## src/rtl/wimax_bits_pkg.sv

```systemverilog
// wimax_bits_pkg: bit-order constants shared by the OFDM bit packer and unpacker.
package wimax_bits_pkg;
    localparam bit BIT_MSB_FIRST = 1'b1;
    localparam bit BIT_LSB_FIRST = 1'b0;
endpackage

```

## src/rtl/bit_unpacker_oreg.sv

```systemverilog
// bit_unpacker_oreg: one-entry valid/ready output register; load has priority over drain.
module bit_unpacker_oreg #(
    parameter int DW = 8
) (
    input  logic          clk,
    input  logic          rst_n,
    input  logic          load_i,
    input  logic [DW-1:0] data_i,
    input  logic          ready_i,
    output logic          valid_o,
    output logic [DW-1:0] data_o
);
    logic          valid_q, valid_d;
    logic [DW-1:0] data_q, data_d;

    always_comb begin
        valid_d = load_i ? 1'b1 : (ready_i ? 1'b0 : valid_q);
        data_d  = load_i ? data_i : data_q;
    end

    always_ff @(posedge clk or negedge rst_n) begin
        if (!rst_n) begin
            valid_q <= 1'b0;
            data_q  <= '0;
        end else begin
            valid_q <= valid_d;
            data_q  <= data_d;
        end
    end

    assign valid_o = valid_q;
    assign data_o  = data_q;
endmodule

```

## src/rtl/bit_unpacker.sv

```systemverilog
// bit_unpacker: serial-to-parallel unpacker, one bit per beat into W-bit words,
// flushing a zero-padded partial word on in_last.
module bit_unpacker
    import wimax_bits_pkg::*;
#(
    parameter int W         = 8,
    parameter bit MSB_FIRST = BIT_MSB_FIRST
) (
    input  logic                   clk,
    input  logic                   rst_n,
    input  logic                   in_valid,
    output logic                   in_ready,
    input  logic                   in_bit,
    input  logic                   in_last,
    output logic                   out_valid,
    input  logic                   out_ready,
    output logic [W-1:0]           out_data,
    output logic [$clog2(W+1)-1:0] out_count,
    output logic                   out_last
);
    localparam int FW = $clog2(W);
    localparam int CW = $clog2(W+1);
    localparam int PW = W + CW + 1;

    logic [FW-1:0] fill_q, fill_d, pos;
    logic [W-1:0]  asm_q, asm_d, word;
    logic          complete, accept, load;
    logic [PW-1:0] payload;

    // The assembly register is cleared on every completion, so unwritten positions are already 0.
    always_comb begin
        pos      = (MSB_FIRST == BIT_MSB_FIRST) ? FW'(W-1) - fill_q : fill_q;
        complete = (fill_q == FW'(W-1)) || in_last;
        in_ready = !(complete && out_valid && !out_ready);
        accept   = in_valid && in_ready;
        load     = accept && complete;
        word     = asm_q | (W'(in_bit) << pos);
        fill_d   = !accept ? fill_q : (complete ? '0 : fill_q + 1'b1);
        asm_d    = !accept ? asm_q : (complete ? '0 : word);
        payload  = {in_last, CW'(fill_q) + CW'(1), word};
    end

    always_ff @(posedge clk or negedge rst_n) begin
        if (!rst_n) begin
            fill_q <= '0;
            asm_q  <= '0;
        end else begin
            fill_q <= fill_d;
            asm_q  <= asm_d;
        end
    end

    logic [PW-1:0] out_payload;

    bit_unpacker_oreg #(.DW(PW)) u_oreg (
        .clk     (clk),
        .rst_n   (rst_n),
        .load_i  (load),
        .data_i  (payload),
        .ready_i (out_ready),
        .valid_o (out_valid),
        .data_o  (out_payload)
    );

    assign {out_last, out_count, out_data} = out_payload;
endmodule

```

## config.mk

```make
export PLATFORM = sky130hd
export DESIGN_NAME = bit_unpacker
export DESIGN_NICKNAME = d
export VERILOG_FILES = /design/src/rtl/wimax_bits_pkg.sv /design/src/rtl/bit_unpacker_oreg.sv /design/src/rtl/bit_unpacker.sv
export SDC_FILE = /design/constraint.sdc
export NUM_CORES = 1
export LEC_CHECK = 0
export CAP_MARGIN = 20
export CORE_AREA = 10 10 59 61
export DETAILED_ROUTE_END_ITERATION = 16
export DIE_AREA = 0 0 69 71
export PLACE_DENSITY_LB_ADDON = 0.1
export SETUP_SLACK_MARGIN = 0.3
export SYNTH_ARGS = -nofsm -noshare
export SYNTH_HDL_FRONTEND = slang
export SYNTH_SLANG_ARGS = --single-unit
```

## constraint.sdc

```tcl
create_clock -name clk -period 2 [get_ports clk]
set_input_delay 0.2 -clock clk [delete_from_list [all_inputs] [get_ports clk]]
set_output_delay 0.2 -clock clk [all_outputs]
set_load 0.05 [all_outputs]
```

==> impl_results.rst, run 1 <==
.. list-table::
   :header-rows: 1

   * - Metric
     - Value
   * - Worst Setup Start Kind
     - flop
   * - Core region area
     - around 0.0024 mm2
   * - Deepest level of the CTS H-tree
     - 1
   * - Total of warnings raised by yosys
     - 0
   * - Buffers on Ports
     - 20
   * - CTS sink count
     - 25
   * - Number of flops mapped to enable cells by yosys
     - 0
   * - Die height
     - 71 um
   * - DR iter-0 viols
     - 34
   * - Area used by multi-input combinational logic
     - roughly 500 um2
   * - Total power divided by cell area
     - about 1100 mW/mm2
   * - Cell count after placement
     - roughly 150
   * - Path class of the lowest-slack min-delay path
     - in2async
   * - Hpwl dp
     - 1.68 mm
   * - Critical Path End Type
     - output port
   * - Fill cell count
     - between 200 and 250
   * - Post-layout nets
     - between 100 and 150
   * - Most area-consuming cells after synthesis
     - sky130_fd_sc_hd__dfrtp_1, sky130_fd_sc_hd__mux2_4, sky130_fd_sc_hd__a31oi_1, sky130_fd_sc_hd__mux2i_1, sky130_fd_sc_hd__nor2_1
   * - Number of synthesized register bits
     - 25
   * - Worst EP required
     - between 1500 and 2000 ps
   * - Highest fanout seen on the critical path
     - 4
   * - Die area
     - between 0.004 and 0.005 mm2
   * - Total inserted antenna cells
     - 0
   * - Actual slew at the worst max-slew pin
     - ~560 ps
   * - Min Hold Slack
     - around 220 ps
   * - Clk Tree Root Cell
     - sky130_fd_sc_hd__clkbuf_4
   * - Maximum number of pins on one net before global-route repair
     - 26
   * - Final period util
     - 0.820
   * - Number of global-route vias before repair
     - between 900 and 1000
   * - Setup repair after global routing missed its margin
     - false
   * - Cell row count
     - 18
   * - Worst clock skew on the final layout
     - roughly 5.1 ps
   * - Post-CTS clock slew at the launch and capture registers of the worst setup and hold paths
     - between 100 and 150 ps
   * - Async set-or-reset flop fraction in the synthesized netlist
     - 1.00
   * - Endpoint arrival time on the critical path
     - around 1400 ps
   * - Number of top-level pins
     - 21
   * - Wire length of the first global-routing pass
     - about 4.2 mm
   * - Non-filler instance count after layout
     - between 150 and 200
   * - Avg Inst Size Synth
     - ~12 um2
   * - Register cell area after layout
     - approximately 630 um2
   * - Number of distinct standard cells referenced by the synthesized netlist
     - 28
   * - Part of the Yosys area used for sequential elements
     - 0.548
   * - Area added between synthesis and finish
     - 30.4%
   * - DR vias
     - slightly above 800
   * - Bufs on Longest Clock Path
     - 2
   * - Share of the synthesized area in the top cell type
     - 0.548
   * - WS Path Type
     - reg2out
   * - Layout cell share with drive strength beyond 1
     - 0.238
   * - Number of endpoints failing setup at the final stage
     - 0
   * - DRC errors left
     - 0
   * - Final sum of negative setup slack
     - 0 ps
   * - Max-capacitance violation count
     - 0
   * - TritonCTS buffer count
     - 3
   * - Cell type with the largest total area after synthesis
     - sky130_fd_sc_hd__dfrtp_1
   * - Dominant synthesized flop cell
     - sky130_fd_sc_hd__dfrtp_1
   * - Slew Limit Headroom
     - 0.627
   * - Grt ovf
     - 0
   * - Aggregate routed wire length
     - around 2.4 mm
   * - Final count of pins violating max slew
     - 0
   * - Last weighted congestion value of the routability-driven placer
     - around 0.75
   * - Initial antenna violation count
     - 0
   * - Starting Density
     - 0.479
   * - Leading cell types in the layout, fill and taps excluded
     - sky130_fd_sc_hd__dfrtp_1, sky130_fd_sc_hd__dlygate4sd2_1, sky130_fd_sc_hd__nor2_1
   * - Later-pin clock latency in the skew report
     - roughly 320 ps
   * - Detail-routed via count per cell
     - ~5.2
   * - Syn_nets
     - around 110
   * - Cells after synthesis
     - ~100
   * - Die W
     - about 70 um
   * - Most frequent standard cell in the layout excluding fill and tap cells
     - sky130_fd_sc_hd__dfrtp_1
   * - Largest vdd supply drop
     - approximately 0.00086 V
   * - First-pass detailed-route iteration total
     - 4
   * - Max Clk Rate
     - 610 MHz
   * - Area of the mapped netlist
     - 0.00114 mm2
   * - Leak
     - between 0.7 and 0.8 nW
   * - Overall track demand over capacity in global routing
     - 0.103
   * - TritonCTS clock tree
     - built
   * - Final total power
     - 1.70 mW
   * - Run status
     - finished, final reports clean
   * - Routed wirelength normalized by instance count
     - 15.5 um
   * - Remaining antenna violation count
     - 0
   * - Post-layout min period
     - ~1600 ps
   * - Fin. Hold Viols
     - 0
## path summary, 6_finish.rpt
kind                                          startpoint                       endpoint  slack (ps)  depth (start not counted)
max in group asynchronous                          rst_n          fill_q[0]$_DFFE_PN0P_        1520                          2
min                                                rst_n   u_oreg.data_o[1]$_DFFE_PN0P_         220                          2
max                                fill_q[0]$_DFFE_PN0P_                       in_ready         360                          4
min in group clk           u_oreg.data_o[12]$_DFFE_PN0P_  u_oreg.data_o[12]$_DFFE_PN0P_         510                          1
max reg2reg                        fill_q[0]$_DFFE_PN0P_   u_oreg.data_o[4]$_DFFE_PN0P_         410                          6
min reg2reg                u_oreg.data_o[12]$_DFFE_PN0P_  u_oreg.data_o[12]$_DFFE_PN0P_         510                          1
## synthesized netlist by cell type (all sizes together) (2+ instances only)
library cell,instances
a21oi,3
ha,2
a31oi,9
a22o,2
nand3,2
a21o,3
o21ai,4
o31ai,2
dfrtp,25
buf,2
nor2b,3
nor2,11
inv,6
mux2i,5
clkbuf,4
mux2,5
a41oi,2
## power by group
group / total [mW] / switching [mW] / internal, mW
combinational: 0.776 / 0.494 / 0.282
clock: 0.234 / 0.159 / 0.0751
sequential: 0.686 / 0.0697 / 0.616
## cells by family after synthesis
logic type | after synthesis | synth area share
compound gates | 26 | 0.152
fa+ha+maj | 2 | 0.0219
buf+inv | 12 | 0.0471
mux | 10 | 0.110
flops | 25 | 0.548
simple gates | 23 | 0.122
## cell type report
cell class              instances  area share
clock buffers                   3      0.0151
well taps                      30      0.0252
flip-flops and latches         25       0.421
multi-input cells              61       0.338
repair buffers                 30       0.182
clock inverters                 1     0.00336
inverters                       6      0.0151
## through the flow
step,setup slack (ps),cell area (um2),utilization
floorplan,323,1150,-
global placement,198,1420,0.593
detailed placement,136,1420,0.593
CTS,260,1450,0.608
global route,299,1490,0.624
finish,360,1490,0.624
## critical path, stage by stage, from the launching register on
cell,delay [ps]
sky130_fd_sc_hd__dfrtp_2,460
sky130_fd_sc_hd__ha_4,170
sky130_fd_sc_hd__ha_4,180
sky130_fd_sc_hd__o21ai_4,150
sky130_fd_sc_hd__buf_12,150
## state kept, by name (all words and copies together) (netlist names)
register        flops
u_oreg.valid_o      1
asm_q               8
u_oreg.data_o      13
fill_q              3
## layer usage
layer / global-route usage / up-vias / wire length (um)
li1: - / 405 / -
met1: 0.129 / 392 / 1190
met2: 0.155 / 17 / 1060
met3: 0.0279 / 4 / 132
met4: 0.0604 / 0 / 41
met5: 0 / - / 0
## repair_timing
| item | 4_1_cts | 5_1_grt |
|---|---|---|
| hold buffers | 0 | 0 |
| buffers inserted | 3 | 0 |
| pin swaps | 2 | 0 |
| setup endpoints to repair | 33 | 13 |
| resized for setup | 16 | 6 |
No activity file was read; power rests on OpenSTA's default activity.
==> inputs of run 2 (changes only) <==
==> constraint.sdc (replaced) <==
create_clock -name clk -period 1.6 [get_ports clk]
set_input_delay 0.16 -clock clk [delete_from_list [all_inputs] [get_ports clk]]
set_output_delay 0.16 -clock clk [all_outputs]
set_load 0.05 [all_outputs]
==> run 2 against run 1 <==
Net effect:
- the run now ends with negative setup slack left
- critical path depth unchanged
- total power grew 31%
- highest routed layer unchanged
- global-route usage up 1.0 points
==> impl_results.rst, run 2 (synthesis results as in run 1) <==
.. list-table::
   :header-rows: 1

   * - Metric
     - Value
   * - Combinational fraction of design power
     - 0.488 (was 0.458)
   * - TritonCTS clock tree
     - built (unchanged)
   * - Total inserted antenna cells
     - 0 (unchanged)
   * - Placed Area
     - 0.00150 mm2 (was 0.00142 mm2)
   * - Post-layout min period
     - roughly 1600 ps
   * - Share of total power in sequential cells
     - 0.384 (was 0.405)
   * - TritonCTS buffer count
     - 3 (unchanged)
   * - Worst Setup Start Kind
     - flop (unchanged)
   * - Bufs on Longest Clock Path
     - 2 (unchanged)
   * - Starting Density
     - 0.479 (unchanged)
   * - DRC errors left
     - 0 (unchanged)
   * - Last weighted congestion value of the routability-driven placer
     - 0.742 (was 0.750)
   * - Leak
     - 0.781 nW (was 0.735 nW)
   * - Reg2Reg Launch Point
     - fill_q[0]$_DFFE_PN0P_ (unchanged)
   * - Endpoint arrival time on the critical path
     - 1470 ps (was 1440 ps)
   * - Deepest level of the CTS H-tree
     - 1 (unchanged)
   * - Final count of pins violating max slew
     - 0 (unchanged)
   * - Relative contribution of the clock network to total power
     - 0.128 (was 0.138)
   * - Finished layout cell area
     - 0.00164 mm2 (was 0.00149 mm2)
   * - Aggregate routed wire length
     - 2.69 mm (was 2.42 mm)
   * - Fin. Hold Viols
     - 0 (unchanged)
   * - CTS sink count
     - 25 (unchanged)
   * - Max-capacitance violation count
     - 0 (unchanged)
   * - Final sum of negative setup slack
     - -59.0 ps (was 0 ps)
   * - Most frequent standard cell in the layout excluding fill and tap cells
     - sky130_fd_sc_hd__buf_4 (was sky130_fd_sc_hd__dfrtp_1)
   * - Routed wirelength normalized by instance count
     - 16.0 um (was 15.5 um)
   * - Worst EP required
     - 1440 ps (was 1800 ps)
   * - Layout cell share with drive strength beyond 1
     - 0.457 (was 0.238)
   * - Grt ovf
     - 0 (unchanged)
   * - Hpwl dp
     - 1.88 mm (was 1.68 mm)
   * - Post-CTS clock slew at the launch and capture registers of the worst setup and hold paths
     - 140 ps (about the same)
   * - Die height
     - 71 um (unchanged)
   * - Die area
     - 0.00490 mm2 (unchanged)
   * - Timing startpoint of the critical path
     - fill_q[0]$_DFFE_PN0P_ (unchanged)
   * - Total power divided by cell area
     - 1350 mW/mm2 (was 1140 mW/mm2)
   * - Highest fanout seen on the critical path
     - 4 (unchanged)
   * - Wire length of the first global-routing pass
     - 4.69 mm (was 4.22 mm)
   * - Net load switching power
     - 0.926 mW (was 0.722 mW)
   * - Buffers on Ports
     - 20 (unchanged)
   * - Later-pin clock latency in the skew report
     - 320 ps (about the same)
   * - Area added between synthesis and finish
     - 43.7% (was 30.4%)
   * - Detail-routed via count per cell
     - 5.39 (was 5.24)
   * - Initial antenna violation count
     - 0 (unchanged)
   * - Largest vdd supply drop
     - 0.000961 V (was 0.000861 V)
   * - Slew Limit Headroom
     - 0.786 (was 0.627)
   * - Clk Tree Root Cell
     - sky130_fd_sc_hd__clkbuf_4 (unchanged)
   * - Fill cell count
     - 184 (was 225)
   * - Fraction of power spent switching nets
     - 0.418 (was 0.426)
   * - DR iter-0 viols
     - 32 (was 34)
   * - Internal power
     - 1.29 mW (was 0.973 mW)
   * - Cell row count
     - 18 (unchanged)
   * - Area used by multi-input combinational logic
     - 534 um2 (was 504 um2)
   * - First-pass detailed-route iteration total
     - 4 (unchanged)
   * - Number of global-route vias before repair
     - 976 (was 910)
   * - WS Path Type
     - reg2out (unchanged)
   * - Run status
     - finished, violations left (was finished, final reports clean)
   * - Max FFs per register
     - 13 (unchanged)
   * - Final total power
     - 2.22 mW (was 1.70 mW)
   * - Maximum number of pins on one net before global-route repair
     - 26 (unchanged)
   * - Worst clock skew on the final layout
     - 12.3 ps (was 5.11 ps)
   * - Critical Path End Type
     - output port (unchanged)
   * - Remaining antenna violation count
     - 0 (unchanged)
   * - Post-route setup slack
     - -25.6 ps (was 360 ps)
   * - Non-filler instance count after layout
     - 168 (was 156)
   * - Leading cell types in the layout, fill and taps excluded
     - sky130_fd_sc_hd__buf_4, sky130_fd_sc_hd__dfrtp_1, sky130_fd_sc_hd__nor2_1 (was sky130_fd_sc_hd__dfrtp_1, sky130_fd_sc_hd__dlygate4sd2_1, sky130_fd_sc_hd__nor2_1)
   * - Core region area
     - 0.00239 mm2 (unchanged)
   * - Cell count after placement
     - 159 (was 149)
   * - Die W
     - 69 um (unchanged)
   * - Post-layout nets
     - 147 (was 135)
   * - Final period util
     - 1.02
   * - Violations in the final reports
     - negative setup slack
   * - Util after Layout
     - 0.688 (was 0.624)
   * - Overall track demand over capacity in global routing
     - 0.113 (was 0.103)
   * - Number of endpoints failing setup at the final stage
     - 3 (was 0)
   * - Number of top-level pins
     - 21 (unchanged)
   * - Path class of the lowest-slack min-delay path
     - in2async (unchanged)
   * - Cts-stage hold buffer count
     - 0 (unchanged)
   * - DR vias
     - 905 (was 818)
   * - Max Clk Rate
     - 615 MHz
   * - Register cell area after layout
     - 627 um2 (unchanged)
   * - Setup repair after global routing missed its margin
     - true (was false)
   * - Actual slew at the worst max-slew pin
     - 321 ps (was 558 ps)
run 2: cell count changes in the layout (fill, tap and decap cells not counted), moves of 2 or more:
cell / before / now
sky130_fd_sc_hd__buf_4: 9 / 26
sky130_fd_sc_hd__buf_6: 1 / 8
sky130_fd_sc_hd__a41oi_1: 2 / 0
sky130_fd_sc_hd__o21ai_2: 0 / 3
sky130_fd_sc_hd__o21ai_0: 3 / 0
sky130_fd_sc_hd__dlygate4sd2_1: 14 / 0
sky130_fd_sc_hd__a41oi_2: 0 / 2
run 2: power groups by stage:
stage	logic, mW	registers, mW	clock network, mW
floorplan	0.367	1.18	0
global placement	1.01	0.857	0
detailed placement	1.03	0.865	0
global route	1.17	0.872	0.322
finish	1.08	0.852	0.284
CTS	1.08	0.853	0.298
run 2: worst max-delay path, cell delays in order (launching register included):
cell and delay (ps):
sky130_fd_sc_hd__dfrtp_1 420, sky130_fd_sc_hd__ha_2 190, sky130_fd_sc_hd__ha_4 190, sky130_fd_sc_hd__o21ai_4 190, sky130_fd_sc_hd__buf_12 160
run 2: metrics by stage:
step	setup slack, ps	hold WS (ps)
global route	-73.5	191
CTS	-30.3	184
global placement	-52.4	482
finish	-25.6	185
floorplan	-1.75	-136
detailed placement	-65.3	495
run 2: routing by layer:
| metal | wire length (um) | up-vias | track usage |
|---|---|---|---|
| met1 | 1260 | 456 | 0.144 |
| met2 | 1300 | 15 | 0.182 |
| met5 | 0 | - | 0 |
| met4 | 20 | 0 | 0.0358 |
| met3 | 109 | 2 | 0.0307 |
| li1 | - | 432 | - |
run 2: what timing repair did:
item,CTS,global route
gates resized for setup,18,4
setup buffers,3,1
pin swaps,17,5
cloned,1,0
setup endpoints to repair,25,25
run 2: final cells by class:
type / count / area share
clock inverters: 1 / 0.00457
repair buffers: 42 / 0.238
well taps: 30 / 0.0229
clock buffers: 3 / 0.0137
multi-input cells: 61 / 0.325
inverters: 6 / 0.0137
flip-flops and latches: 25 / 0.382
run 2: final timing paths:
check                      slack [ps]  cells past startpoint                           end
setup reg to reg                  -20                      5  u_oreg.data_o[9]$_DFFE_PN0P_
hold / removal                    190                      2  u_oreg.data_o[5]$_DFFE_PN0P_
max in group asynchronous        1150                      2    u_oreg.valid_o$_DFFE_PN0P_
hold reg to reg                   520                      2          asm_q[2]$_DFFE_PN0P_
setup / recovery                  -30                      4                      in_ready
min in group clk                  520                      2          asm_q[2]$_DFFE_PN0P_
==> inputs of run 3 (changes only) <==
--- a/config.mk
+++ b/config.mk
@@ -5,10 +5,11 @@
 export SDC_FILE = /design/constraint.sdc
 export NUM_CORES = 1
 export LEC_CHECK = 0
+export ABC_AREA = 1
 export CAP_MARGIN = 20
-export CORE_AREA = 10 10 59 61
+export CORE_AREA = 10 10 60 62
 export DETAILED_ROUTE_END_ITERATION = 16
-export DIE_AREA = 0 0 69 71
+export DIE_AREA = 0 0 70 72
 export PLACE_DENSITY_LB_ADDON = 0.1
 export SETUP_SLACK_MARGIN = 0.3
 export SYNTH_ARGS = -nofsm -noshare
==> run 3 against run 2 <==
Net effect:
- the flow now finishes without violations
- clock-buffer cell count stayed put
- flip-flop and latch count did not move
- register-to-register slack improved by 130 ps
- sequential share of layout area is 0.92 points higher
- sequential power shrank 12%
- setup slack improved by 60 ps
- final cell count grew 20%
- fmax increased by 3.8%
- critical endpoint unchanged
- largest cell class unchanged
- highest routed layer unchanged
==> impl_results.rst, run 3 <==
.. list-table::
   :header-rows: 1

   * - Metric
     - Value
   * - Top cells by count, synth
     - sky130_fd_sc_hd__nand2_1, sky130_fd_sc_hd__dfrtp_1, sky130_fd_sc_hd__inv_1 (was sky130_fd_sc_hd__dfrtp_1, sky130_fd_sc_hd__nor2_1, sky130_fd_sc_hd__a31oi_1)
   * - Placed Area
     - 0.00147 mm2 (was 0.00150 mm2)
   * - Initial antenna violation count
     - 0 (unchanged)
   * - Die W
     - 70 um (was 69 um)
   * - Combinational family with the most area after synthesis
     - simple AND/OR/NAND/NOR gates (was compound AO/OA/AOI/OAI gates)
   * - Wire length of the first global-routing pass
     - 4.71 mm (was 4.69 mm)
   * - Met3 track utilization from global routing
     - 0.0272 (was 0.0307)
   * - Max FFs per register
     - 13 (unchanged)
   * - Total of warnings raised by yosys
     - 0 (unchanged)
   * - Reg2Reg Launch Point
     - fill_q[0]$_DFFE_PN0P_ (unchanged)
   * - Deepest level of the CTS H-tree
     - 1 (unchanged)
   * - Timing startpoint of the critical path
     - fill_q[0]$_DFFE_PN0P_ (unchanged)
   * - DRC errors left
     - 0 (unchanged)
   * - Fraction of power spent switching nets
     - 0.390 (was 0.418)
   * - Share of the synthesized area in the top cell type
     - 0.524 (was 0.548)
   * - Post-route setup slack
     - 34.3 ps (was -25.6 ps)
   * - Max-capacitance violation count
     - 0 (unchanged)
   * - First-pass detailed-route iteration total
     - 4 (unchanged)
   * - Dominant synthesized flop cell
     - sky130_fd_sc_hd__dfrtp_1 (unchanged)
   * - Fill cell count
     - 196 (was 184)
   * - Total power divided by cell area
     - 1020 mW/mm2 (was 1350 mW/mm2)
   * - Path class of the lowest-slack min-delay path
     - in2async (unchanged)
   * - TritonCTS buffer count
     - 3 (unchanged)
   * - Share of total power in sequential cells
     - 0.456 (was 0.384)
   * - Arithmetic-cell share of the synthesized area counting full adders, half adders and majority gates
     - 0.0210 (was 0.0219)
   * - Met2 track utilization from global routing
     - 0.171 (was 0.182)
   * - Setup repair after global routing missed its margin
     - true (unchanged)
   * - CTS sink count
     - 25 (unchanged)
   * - Number of global-route vias before repair
     - 1019 (was 976)
   * - Worst Setup Start Kind
     - flop (unchanged)
   * - Capture point of the worst reg-to-reg path
     - asm_q[1]$_DFFE_PN0P_ (was u_oreg.data_o[9]$_DFFE_PN0P_)
   * - Leading cell types in the layout, fill and taps excluded
     - sky130_fd_sc_hd__nand2_1, sky130_fd_sc_hd__dfrtp_1, sky130_fd_sc_hd__buf_4 (was sky130_fd_sc_hd__buf_4, sky130_fd_sc_hd__dfrtp_1, sky130_fd_sc_hd__nor2_1)
   * - Post-CTS clock slew at the launch and capture registers of the worst setup and hold paths
     - 150 ps (was 140 ps)
   * - Avg Inst Size Synth
     - 8.71 um2 (was 11.7 um2)
   * - Detail-routed via count per cell
     - 4.80 (was 5.39)
   * - Die height
     - 72 um (was 71 um)
   * - Remaining antenna violation count
     - 0 (unchanged)
   * - Multiplexer area fraction after synthesis
     - 0 (was 0.110)
   * - Post-layout nets
     - 180 (was 147)
   * - Post-layout min period
     - 1570 ps (was 1630 ps)
   * - Internal power
     - 1.00 mW (was 1.29 mW)
   * - Layout cell share with drive strength beyond 1
     - 0.357 (was 0.457)
   * - Part of the Yosys area used for sequential elements
     - 0.524 (was 0.548)
   * - Post-synthesis xor/xnor area fraction
     - 0 (unchanged)
   * - Fin. Hold Viols
     - 0 (unchanged)
   * - Slew Limit Headroom
     - 0.780 (was 0.786)
   * - Most frequent standard cell in the layout excluding fill and tap cells
     - sky130_fd_sc_hd__nand2_1 (was sky130_fd_sc_hd__buf_4)
   * - Number of endpoints failing setup at the final stage
     - 0 (was 3)
   * - Simple-gate share of the synthesized area
     - 0.268 (was 0.122)
   * - Number of distinct standard cells referenced by the synthesized netlist
     - 21 (was 28)
   * - TritonCTS clock tree
     - built (unchanged)
   * - Most Crowded Layer GR
     - met2 (unchanged)
   * - Cts-stage hold buffer count
     - 0 (unchanged)
   * - Sequence of cells on the critical path
     - ha_2 > ha_4 > inv_4 > nand2_4 > nand2_8 > buf_12 (was ha_2 > ha_4 > o21ai_4 > buf_12)
   * - WS Path Type
     - reg2out (unchanged)
   * - Worst EP required
     - 1440 ps (about the same)
   * - Cell row count
     - 18 (unchanged)
   * - Met1 usage in global routing
     - 0.139 (was 0.144)
   * - Slowest CP cell
     - sky130_fd_sc_hd__dfrtp_1 (unchanged)
   * - Aggregate routed wire length
     - 2.72 mm (was 2.69 mm)
   * - Relative contribution of the clock network to total power
     - 0.185 (was 0.128)
   * - Combinational fraction of design power
     - 0.359 (was 0.488)
   * - Leak
     - 0.812 nW (was 0.781 nW)
   * - Grt ovf
     - 0 (unchanged)
   * - Cells after synthesis
     - 137 (was 98)
   * - Total inserted antenna cells
     - 0 (unchanged)
   * - Largest vdd supply drop
     - 0.000592 V (was 0.000961 V)
   * - Overall track demand over capacity in global routing
     - 0.109 (was 0.113)
   * - Top-count cell post-synth
     - sky130_fd_sc_hd__nand2_1 (was sky130_fd_sc_hd__dfrtp_1)
   * - Core region area
     - 0.00243 mm2 (was 0.00239 mm2)
   * - Max Clk Rate
     - 639 MHz (was 615 MHz)
   * - Routed wirelength normalized by instance count
     - 13.5 um (was 16.0 um)
   * - Starting Density
     - 0.491 (was 0.479)
   * - Worst setup timing slack at the placement stage
     - 157 ps (was -65.3 ps)
   * - Area added between synthesis and finish
     - 34.3% (was 43.7%)
   * - Number of top-level pins
     - 21 (unchanged)
   * - Syn_nets
     - 145 (was 106)
   * - Number of synthesized register bits
     - 25 (unchanged)
   * - Later-pin clock latency in the skew report
     - 320 ps (about the same)
   * - Finished layout cell area
     - 0.00160 mm2 (was 0.00164 mm2)
   * - Number of flops mapped to enable cells by yosys
     - 0 (unchanged)
   * - Highest fanout seen on the critical path
     - 2 (was 4)
   * - Worst clock skew on the final layout
     - 4.59 ps (was 12.3 ps)
   * - Final sum of negative setup slack
     - 0 ps (was -59.0 ps)
   * - Buffers on Ports
     - 20 (unchanged)
   * - Net load switching power
     - 0.639 mW (was 0.926 mW)
   * - Endpoint arrival time on the critical path
     - 1410 ps (was 1470 ps)
   * - DR iter-0 viols
     - 37 (was 32)
   * - Share of the synthesized area in compound gates (AO/OA/AOI/OAI)
     - 0.0985 (was 0.152)
   * - Worst setup path endpoint
     - in_ready (unchanged)
   * - Bufs on Longest Clock Path
     - 2 (unchanged)
   * - Area of the mapped netlist
     - 0.00119 mm2 (was 0.00114 mm2)
   * - Async set-or-reset flop fraction in the synthesized netlist
     - 1.00 (unchanged)
   * - Run status
     - finished, final reports clean (was finished, violations left)
   * - Register-to-register setup slack
     - 110 ps (was -20 ps)
   * - Actual slew at the worst max-slew pin
     - 329 ps (was 321 ps)
   * - Maximum number of pins on one net before global-route repair
     - 26 (unchanged)
   * - Most area-consuming cells after synthesis
     - sky130_fd_sc_hd__dfrtp_1, sky130_fd_sc_hd__nand2_1, sky130_fd_sc_hd__inv_1, sky130_fd_sc_hd__o21ai_2, sky130_fd_sc_hd__a21oi_1 (was sky130_fd_sc_hd__dfrtp_1, sky130_fd_sc_hd__mux2_4, sky130_fd_sc_hd__a31oi_1, sky130_fd_sc_hd__mux2i_1, sky130_fd_sc_hd__nor2_1)
   * - Critical Path End Type
     - output port (unchanged)
   * - Final period util
     - 0.979 (was 1.02)
   * - Die area
     - 0.00504 mm2 (was 0.00490 mm2)
   * - Cell depth of the worst flop-to-flop path
     - 9 (was 5)
   * - Last weighted congestion value of the routability-driven placer
     - 0.797 (was 0.742)
   * - Cell type with the largest total area after synthesis
     - sky130_fd_sc_hd__dfrtp_1 (unchanged)
   * - Final total power
     - 1.64 mW (was 2.22 mW)
   * - Cell count after placement
     - 190 (was 159)
   * - Non-filler instance count after layout
     - 201 (was 168)
   * - Delay of the slowest cell on the worst path
     - 410 ps (was 420 ps)
   * - Hpwl dp
     - 1.91 mm (was 1.88 mm)
   * - Final count of pins violating max slew
     - 0 (unchanged)
   * - DR vias
     - 964 (was 905)
   * - Clk Tree Root Cell
     - sky130_fd_sc_hd__clkbuf_4 (unchanged)
==> run 3: final cells by class <==
type                    count  area (um2)  share of cell area
inverters                  17        68.8              0.0429
clock buffers               3        22.5              0.0141
repair buffers             33         300               0.187
flip-flops and latches     25         627               0.391
clock inverters             1        7.51             0.00468
multi-input cells          92         539               0.336
well taps                  30        37.5              0.0234
==> run 3: timing repair <==
item,4_1_cts,5_1_grt
setup endpoints to repair,19,26
pin swaps,5,5
gates cloned,2,0
resized for setup,10,1
buffers inserted,4,1
==> run 3: power groups by stage <==
stage / clock network, mW / registers (mW) / logic, mW
after global routing: 0.339 / 0.756 / 0.636
after floorplan: 0 / 0.935 / 0.197
after detailed placement: 0 / 0.757 / 0.555
final: 0.303 / 0.747 / 0.589
after CTS: 0.311 / 0.747 / 0.587
after global placement: 0 / 0.755 / 0.546
==> run 3: worst max-delay path, delay by kind of cell, from the launching register on <==
family                     cells  cell delay, ps
and+or+nand+nor                2             120
DFF                            1             410
adders and majority gates      2             360
buffers and inverters          2             180
==> run 3: how the worst min path moves through the flow <==
| stage | cells past startpoint | endpoint | from |
|---|---|---|---|
| after global placement | 2 | u_oreg.data_o[5]$_DFFE_PN0P_ | u_oreg.data_o[5]$_DFFE_PN0P_ |
| after CTS | 2 | asm_q[4]$_DFFE_PN0P_ | rst_n |
| final | 2 | u_oreg.valid_o$_DFFE_PN0P_ | rst_n |
| after floorplan | 0 | asm_q[0]$_DFFE_PN0P_ | rst_n |
| after detailed placement | 2 | u_oreg.data_o[7]$_DFFE_PN0P_ | u_oreg.data_o[7]$_DFFE_PN0P_ |
| after global routing | 2 | asm_q[5]$_DFFE_PN0P_ | rst_n |
==> run 3: routing by layer <==
| layer | up-vias | part of all wire |
|---|---|---|
| li1 | 496 | - |
| met1 | 441 | 0.50 |
| met2 | 23 | 0.45 |
| met3 | 4 | 0.035 |
| met4 | 0 | 0.011 |
| met5 | - | 0 |
==> run 3: per-stage QoR <==
step / util / hold WS (ps)
4_1_cts: 0.654 / 187
2_1_floorplan: - / -136
3_5_place_dp: 0.604 / 460
3_3_place_gp: 0.604 / 455
5_1_grt: 0.659 / 194
6_report: 0.659 / 182
==> run 3: cell families after synthesis <==
| logic type | after synthesis |
|---|---|
| buffers and inverters | 21 |
| DFF | 25 |
| AOI/OAI and AO/OA | 18 |
| adders and majority gates | 2 |
| and+or+nand+nor | 71 |
